<file path="config.mk">
export PLATFORM = sky130hd
export DESIGN_NAME = sobol_rng_core
export DESIGN_NICKNAME = d
export VERILOG_FILES = /design/src/rtl/sobol_pkg.sv /design/src/rtl/sobol_rng_core_lsz.sv /design/src/rtl/sobol_rng_core.sv
export SDC_FILE = /design/constraint.sdc
export NUM_CORES = 1
export LEC_CHECK = 0
export ABC_AREA = 0
export BUFFER_PORTS_ARGS = -buffer_cell sky130_fd_sc_hd__buf_2
export CAP_MARGIN = 10
export CORE_UTILIZATION = 37
export DETAILED_ROUTE_END_ITERATION = 8
export GPL_ROUTABILITY_DRIVEN = 1
export PLACE_DENSITY = 0.55
export SYNTH_ARGS = -nofsm -noshare
export SYNTH_HDL_FRONTEND = slang
export SYNTH_SLANG_ARGS = --single-unit
</file>
<file path="constraint.sdc">
create_clock -name clk -period 3.3 [get_ports clk]
set_input_delay 0.66 -clock clk [delete_from_list [all_inputs] [get_ports clk]]
set_output_delay 0.66 -clock clk [all_outputs]
set_load 0.01 [all_outputs]
</file>
<file path="src/rtl/sobol_pkg.sv">
// Shared constants, FSM state type and default direction vectors for the
// one-dimensional Sobol generator.
package sobol_pkg;

   localparam int INWD    = 8;
   localparam int LOGINWD = $clog2(INWD);

   typedef enum logic {
      IDLE = 1'b0,
      RUN  = 1'b1
   } state_t;

   // Van der Corput direction vector for index k of a w-bit generator.
   function automatic logic [31:0] default_dv(input int k, input int w = INWD);
      return 32'(1) << (w - 1 - k);
   endfunction

endpackage

</file>
<file path="src/rtl/sobol_rng_core_lsz.sv">
// Least-significant-zero finder: returns the bit index of the lowest 0 in
// value, or 0 when value is all ones.
module lsz #(
   parameter int W    = 8,
   parameter int LOGW = $clog2(W)
) (
   input  logic [W-1:0]    value,
   output logic [LOGW-1:0] idx
);

   // Scan from the top so the lowest zero found is the one that sticks.
   always_comb begin
      idx = '0;
      for (int i = W - 1; i >= 0; i--) begin
         if (!value[i]) begin
            idx = LOGW'(i);
         end
      end
   end

endmodule

</file>
<file path="src/rtl/sobol_rng_core.sv">
// One-dimensional Sobol sequence generator with programmable direction
// vectors and a valid/ready output handshake.
module sobol_rng_core #(
   parameter int INWD    = sobol_pkg::INWD,
   parameter int LOGINWD = $clog2(INWD)
) (
   input  logic               clk,
   input  logic               rst_n,
   input  logic               start,
   input  logic               stop,
   input  logic               clr,
   input  logic               dv_wr_en,
   input  logic [LOGINWD-1:0] dv_wr_idx,
   input  logic [INWD-1:0]    dv_wr_data,
   output logic               out_valid,
   input  logic               out_ready,
   output logic [INWD-1:0]    out_data,
   output logic               period_done,
   output logic               dv_err
);

   import sobol_pkg::*;

   state_t              state;
   state_t              state_nxt;
   logic [INWD-1:0]     dv [INWD];
   logic [INWD-1:0]     cnt;
   logic [INWD-1:0]     x;
   logic [LOGINWD-1:0]  lsz_idx;
   logic                fire;
   logic                cnt_wrap;
   logic                dv_wr_ok;

   lsz #(
      .W    (INWD),
      .LOGW (LOGINWD)
   ) u_lsz (
      .value (cnt),
      .idx   (lsz_idx)
   );

   assign out_valid = (state == RUN);
   assign out_data  = x;
   assign fire      = out_valid & out_ready;
   assign cnt_wrap  = &cnt;
   assign dv_wr_ok  = dv_wr_en && (state == IDLE)
                      && ({1'b0, dv_wr_idx} < (LOGINWD + 1)'(INWD));

   always_ff @(posedge clk or negedge rst_n) begin
      if (!rst_n) begin
         state <= IDLE;
      end else begin
         state <= state_nxt;
      end
   end

   // clr freezes the FSM for its cycle; a write alongside start wins over start.
   always_comb begin
      state_nxt = state;
      if (!clr) begin
         case (state)
            IDLE: if (start && !dv_wr_en) state_nxt = RUN;
            RUN:  if (stop)               state_nxt = IDLE;
            default: state_nxt = IDLE;
         endcase
      end
   end

   always_ff @(posedge clk or negedge rst_n) begin
      if (!rst_n) begin
         for (int k = 0; k < INWD; k++) begin
            dv[k] <= INWD'(default_dv(k, INWD));
         end
      end else if (dv_wr_ok) begin
         dv[dv_wr_idx] <= dv_wr_data;
      end
   end

   // The all-ones count wraps to x_0 instead of using the LSZ result.
   always_ff @(posedge clk or negedge rst_n) begin
      if (!rst_n) begin
         cnt         <= '0;
         x           <= '0;
         period_done <= 1'b0;
         dv_err      <= 1'b0;
      end else begin
         period_done <= 1'b0;
         if (clr) begin
            cnt    <= '0;
            x      <= '0;
            dv_err <= 1'b0;
         end else begin
            if (fire) begin
               if (cnt_wrap) begin
                  cnt         <= '0;
                  x           <= '0;
                  period_done <= 1'b1;
               end else begin
                  cnt <= cnt + 1'b1;
                  x   <= x ^ dv[lsz_idx];
               end
            end
            if (dv_wr_en && (state == RUN)) begin
               dv_err <= 1'b1;
            end
         end
      end
   end

endmodule
</file>
==> results of run 1 <==
## power groups by stage
stage	combinational, mW	clock [mW]	sequential, mW
floorplan	0.587	0	1.60
global placement	0.788	0	1.62
detailed placement	0.809	0	1.64
CTS	0.815	1.02	1.63
global route	0.893	1.06	1.68
finish	0.804	1.00	1.63
## kinds of logic (layout without fill, tap and decap cells)
logic type,count (synthesis),in the layout,synth area share (%)
muxes,72,72,16.9
DFF,83,83,44.7
buffers and inverters,43,63,5.38
xor gates and xnor gates,2,2,0.375
AOI/OAI and AO/OA,113,113,19.7
adders and majority gates,1,1,0.268
and+or+nand+nor,106,106,12.6
## state kept, by name (all words and copies together), names as in the netlist
| register | count |
|---|---|
| dv | 64 |
| cnt | 8 |
| out_data | 8 |
| dv_err | 1 |
| out_valid | 1 |
| period_done | 1 |
## metal layers
metal  vias to the layer above  GRT usage, %  wire, um
li1                       1583             -         -
met1                      1666          27.5      5760
met2                        57          31.8      5650
met3                         7          3.39       351
met4                         0          3.38        69
met5                         -             0         0
## path summary, 6_finish.rpt
kind	start	end	slack [ps]	cells past startpoint
max	cnt[2]$_DFFE_PN0P_	out_data[4]$_DFFE_PN0P_	520	6
min in group clk	dv_err$_DFFE_PN0P_	dv_err$_DFFE_PN0P_	500	2
max reg2reg	cnt[2]$_DFFE_PN0P_	out_data[4]$_DFFE_PN0P_	520	6
min	rst_n	dv[7]$_DFFE_PN0P_	330	1
min reg2reg	dv_err$_DFFE_PN0P_	dv_err$_DFFE_PN0P_	500	2
max in group asynchronous	rst_n	dv[63]$_DFFE_PN1P_	2190	2
## layout by cell type, fill, tap and decap left out, types with 2 or more instances in the layout
cell type / netlist / final
a211o_1: 8 / 8
o21ai_0: 12 / 12
nor3b_1: 2 / 2
o211ai_1: 8 / 8
o2111a_1: 8 / 8
a41oi_1: 9 / 9
a21oi_1: 22 / 22
dfrtp_1: 75 / 75
xor2_1: 2 / 2
nand3b_1: 3 / 3
buf_4: 2 / 9
o2111ai_1: 17 / 17
clkinv_2: 0 / 3
nand2_1: 32 / 32
dfstp_2: 8 / 8
o21ba_1: 8 / 8
and2_1: 2 / 2
and3_1: 3 / 3
mux2_1: 5 / 5
nand2b_1: 19 / 19
nor3b_2: 2 / 2
nor2_1: 7 / 7
buf_2: 10 / 27
nor3_1: 2 / 2
o21a_1: 8 / 8
mux2_2: 51 / 51
a2111oi_0: 3 / 3
clkbuf_16: 0 / 9
nand3_1: 4 / 4
nor2b_1: 25 / 25
a2111oi_2: 4 / 4
inv_1: 10 / 10
mux2i_1: 16 / 16
## metrics by stage
stage,std cells,hold slack (ps),utilization (%)
finish,608,333,42.6
global route,608,377,42.6
CTS,608,362,42.6
detailed placement,592,491,40.2
global placement,592,483,40.2
floorplan,420,364,-
## cell type report
type	instances	area (um^2)
inverters	10	37.5
multi-input cells	294	2330
repair buffers	37	223
clock inverters	5	52.6
clock buffers	11	243
well taps	168	210
fillers	1173	6980
flip-flops and latches	83	2090
==> results.ini, run 1 <==
[run_status]
outcome = completed

[global_route]
antenna_found_initial = 0
grt_max_degree = 46
globalRouteTotalUtil_pct = 19.5
grt_pass1_wl_um = 19100
overflow = 0
grt_pass1_vias = 3341

[worst_setup_path]
path_delay_family = compound AO/OA/AOI/OAI gates
crit_path_cell_trace = nand2_1, nor2_1, a21oi_1, nand2_1, a21oi_1, o21ba_1
cp_num_buf_inv = 0
worst_setup_path_start_kind = flop
criticalPathCategory = flop to flop
end_kind = flop
crit_slowest_cell = a21oi_1
critical_path_required_ps = 3570
arrival_ps = 3050
timing.critical_path.fanout_max = 22
slowest_delay_ps = 790

[power]
combPwrFrac_pct = 23.4
power.leakage_nw = 2.23
netSwitchingFraction_pct = 28.3
power.switching_mw = 0.971
internal_power_mw = 2.46
peakVddDrop_mv = 0.401
fin_total_pwr_mw = 3.43
power_density_nw_per_um2 = 662
pwr-share-clk_pct = 29.2
seqPwrFrac_pct = 47.4

[synthesis]
synth_area_um2 = 4670
synth_top_area_share_pct = 40.2
syn_inst = 420
ys_ff_latch = 83
synth.most_common_cell = dfrtp_1
synthArstFlopShare_pct = 100
postSynthAreaPerCell_um2 = 11.1
synth_cell_type_count = 47
synth_edf_count = 0
syn-num-nets = 439
ys_warn_count = 0
yosysTopAreaCell = dfrtp_1
yosys-top-cells-area = dfrtp_1, mux2_2, dfstp_2
synth.top_cells.by_count = dfrtp_1, mux2_2, nand2_1
ys.flop_type = dfrtp_1
synth.yosys.seq_area_share_pct = 44.7

[detailed_routing]
drt_wl_total_um = 11800
vias = 3313
drc_errors = 0
drt-pass1-iter-count = 4
ant_nets = 0
post_drt_wl_per_cell_um = 19.5
viasPerCell = 5.45
drt_iter0_drc = 171

[floorplanning]
dieHeight_um = 114
io_pins = 29
coreArea_um2 = 12200
placementRows = 40
die_area_um2 = 13100
initial_core_util_pct = 38.4
die_w_um = 114

[final_layout]
syn2layout_area_growth_pct = 11.0
n_antenna_cell = 0
drive_gt1_share_pct = 27.7
fin_area_um2 = 5190
final_nets = 454

[cts]
cts_root_buf = clkbuf_16
holdBufCountCts = 0
htreeDepth = 3
clockBufferDepth = 2
post_cts_buffers = 0
clk_pin_slew_ps = 70
clock-sinks = 83
cts-resized-gates = 0
cts_made_buffers = 9
clk_latency_ps = 330
cts_tree = yes

[timing]
rsz0062_at_grt = false
fmax_mhz = 360
maxSlewViolCount = 0
post-route-period-util_pct = 84.1
finClkSkew_ps = 10.2
worstMarginPinSlew_ps = 996
slew_headroom_pct = 33.6
setup-tns-final_ps = 0
hold_violations = 0
setup_viol = 0
period_minus_slack_ps = 2780
worst_slack_ps = 524

[placed_design]
io_buffers = 28
post-place-ws_ps = 545
place_congestion = 0.803
dpl.hpwl_um = 8120
dpl-instance-area_um2 = 4890

[worst_hold_path]
holdCritPathClass = primary input to async pin

[flow_run]
drv_cap = 0

No activity file was read; power rests on OpenSTA's default activity.
==> run 2: changes to the inputs <==
==> constraint.sdc (replaced) <==
create_clock -name clk -period 2.65 [get_ports clk]
set_input_delay 0.53 -clock clk [delete_from_list [all_inputs] [get_ports clk]]
set_output_delay 0.53 -clock clk [all_outputs]
set_load 0.01 [all_outputs]
==> results.ini, run 2 (synthesized netlist as in run 1, its figures left out) <==
[worst_setup_path]
reg2reg_slack_ps = 230
timing.critical_path.fanout_max = 18
r2r-end = out_data[0]$_DFFE_PN0P_
end_kind = flop
crit_slowest_cell = a2111oi_0
cp_num_buf_inv = 0
criticalPathCategory = flop to flop
worst_setup_path_start_kind = flop
crit_path_cell_trace = nor2b_4, o211ai_4, a2111oi_0, a211o_1, a41oi_1, o21ba_1
cp.depth = 6
critical_path_required_ps = 2930
rr_startpoint = cnt[6]$_DFFE_PN0P_
rr_worst_depth = 6
arrival_ps = 2710
path_delay_family = compound AO/OA/AOI/OAI gates
slowest_delay_ps = 660

[cts]
htreeDepth = 3
clk_latency_ps = 350
clk_pin_slew_ps = 60
cts_tree = yes
clock-sinks = 83
holdBufCountCts = 0
cts-resized-gates = 0
post_cts_buffers = 0
cts_root_buf = clkbuf_16
clockBufferDepth = 2
cts_made_buffers = 9

[floorplanning]
io_pins = 29
initial_core_util_pct = 38.4
placementRows = 40
coreArea_um2 = 12200
dieHeight_um = 114
die_area_um2 = 13100
die_w_um = 114

[timing]
setup_viol = 0
setup-tns-final_ps = 0
slew_headroom_pct = 52.9
maxSlewViolCount = 0
fmax_mhz = 413
finClkSkew_ps = 11.4
post-route-period-util_pct = 91.4
hold_violations = 0
worstMarginPinSlew_ps = 703
period_minus_slack_ps = 2420
rsz0062_at_grt = false

[worst_hold_path]
holdCritPathClass = primary input to async pin

[power]
power.switching_mw = 1.27
internal_power_mw = 3.25
combPwrFrac_pct = 22.6
pwr-share-clk_pct = 31.9
power.leakage_nw = 2.29
netSwitchingFraction_pct = 28.1
seqPwrFrac_pct = 45.5
fin_total_pwr_mw = 4.52
power_density_nw_per_um2 = 851
peakVddDrop_mv = 0.458

[final_layout]
final_nets = 464
syn2layout_area_growth_pct = 13.6
n_antenna_cell = 0
drive_gt1_share_pct = 29.3
postLayoutCoreUtil_pct = 43.6
regMostFlops = dv
largest_reg_flops = 64
layout_common_cells = dfrtp_1, mux2_2, nand2_1, buf_2, nor2b_1
final_common_cell = dfrtp_1

[placed_design]
dpl.hpwl_um = 8600
place_congestion = 0.839
io_buffers = 28

[global_route]
overflow = 0
antenna_found_initial = 0
grt_pass1_wl_um = 19400
globalRouteTotalUtil_pct = 20.2
grt_max_degree = 50
grt_pass1_vias = 3500

[detailed_routing]
viasPerCell = 5.54
ant_nets = 0
drt-pass1-iter-count = 4
drc_errors = 0
drt_wl_total_um = 12200
drt_iter0_drc = 164
vias = 3422
post_drt_wl_per_cell_um = 19.7

[flow_run]
drv_cap = 0

[run_status]
outcome = completed

[run 2: final cells by class]
cell class / count / area [um^2]
Timing Repair Buffer: 47 / 298
Clock buffer: 10 / 229
Fill cell: 1154 / 6860
Tap cell: 168 / 210
Multi-Input combinational cell: 294 / 2330
Inverter: 10 / 37.5
Sequential cell: 83 / 2090
Clock inverter: 6 / 111
[run 2: how the worst max path moves through the flow]
stage / from / endpoint / slack (ps)
after floorplan: cnt[4]$_DFFE_PN0P_ / out_data[6]$_DFFE_PN0P_ / 700
after detailed placement: cnt[6]$_DFFE_PN0P_ / out_data[0]$_DFFE_PN0P_ / 290
after CTS: cnt[6]$_DFFE_PN0P_ / out_data[0]$_DFFE_PN0P_ / 270
after global routing: cnt[6]$_DFFE_PN0P_ / out_data[0]$_DFFE_PN0P_ / 70
final: cnt[6]$_DFFE_PN0P_ / out_data[0]$_DFFE_PN0P_ / 230
after global placement: cnt[6]$_DFFE_PN0P_ / out_data[0]$_DFFE_PN0P_ / 320
[run 2: power by group through the flow]
stage                     Combinational, mW  Sequential [mW]  Clock, mW
after global routing                   1.14             2.11       1.53
after CTS                              1.03             2.06       1.47
after floorplan                       0.730             1.99          0
final                                  1.02             2.05       1.44
after detailed placement               1.03             2.08          0
after global placement                 1.01             2.06          0
[run 2: metrics by stage]
| step | cells | setup slack (ps) | cell area, um^2 | hold slack [ps] |
|---|---|---|---|---|
| after floorplan | 420 | 699 | 4670 | 234 |
| after global placement | 602 | 321 | 4970 | 483 |
| after detailed placement | 602 | 293 | 4970 | 492 |
| after CTS | 618 | 269 | 5310 | 158 |
| after global routing | 618 | 66.7 | 5310 | 178 |
| final | 618 | 229 | 5310 | 146 |
[run 2: routing by layer]
| layer | global-route usage [%] | part of all wire [%] | up-vias |
|---|---|---|---|
| li1 | - | - | 1607 |
| met1 | 25.3 | 45 | 1730 |
| met2 | 33.9 | 49 | 70 |
| met3 | 4.92 | 3.7 | 15 |
| met4 | 7.36 | 1.9 | 0 |
| met5 | 0 | 0 | - |
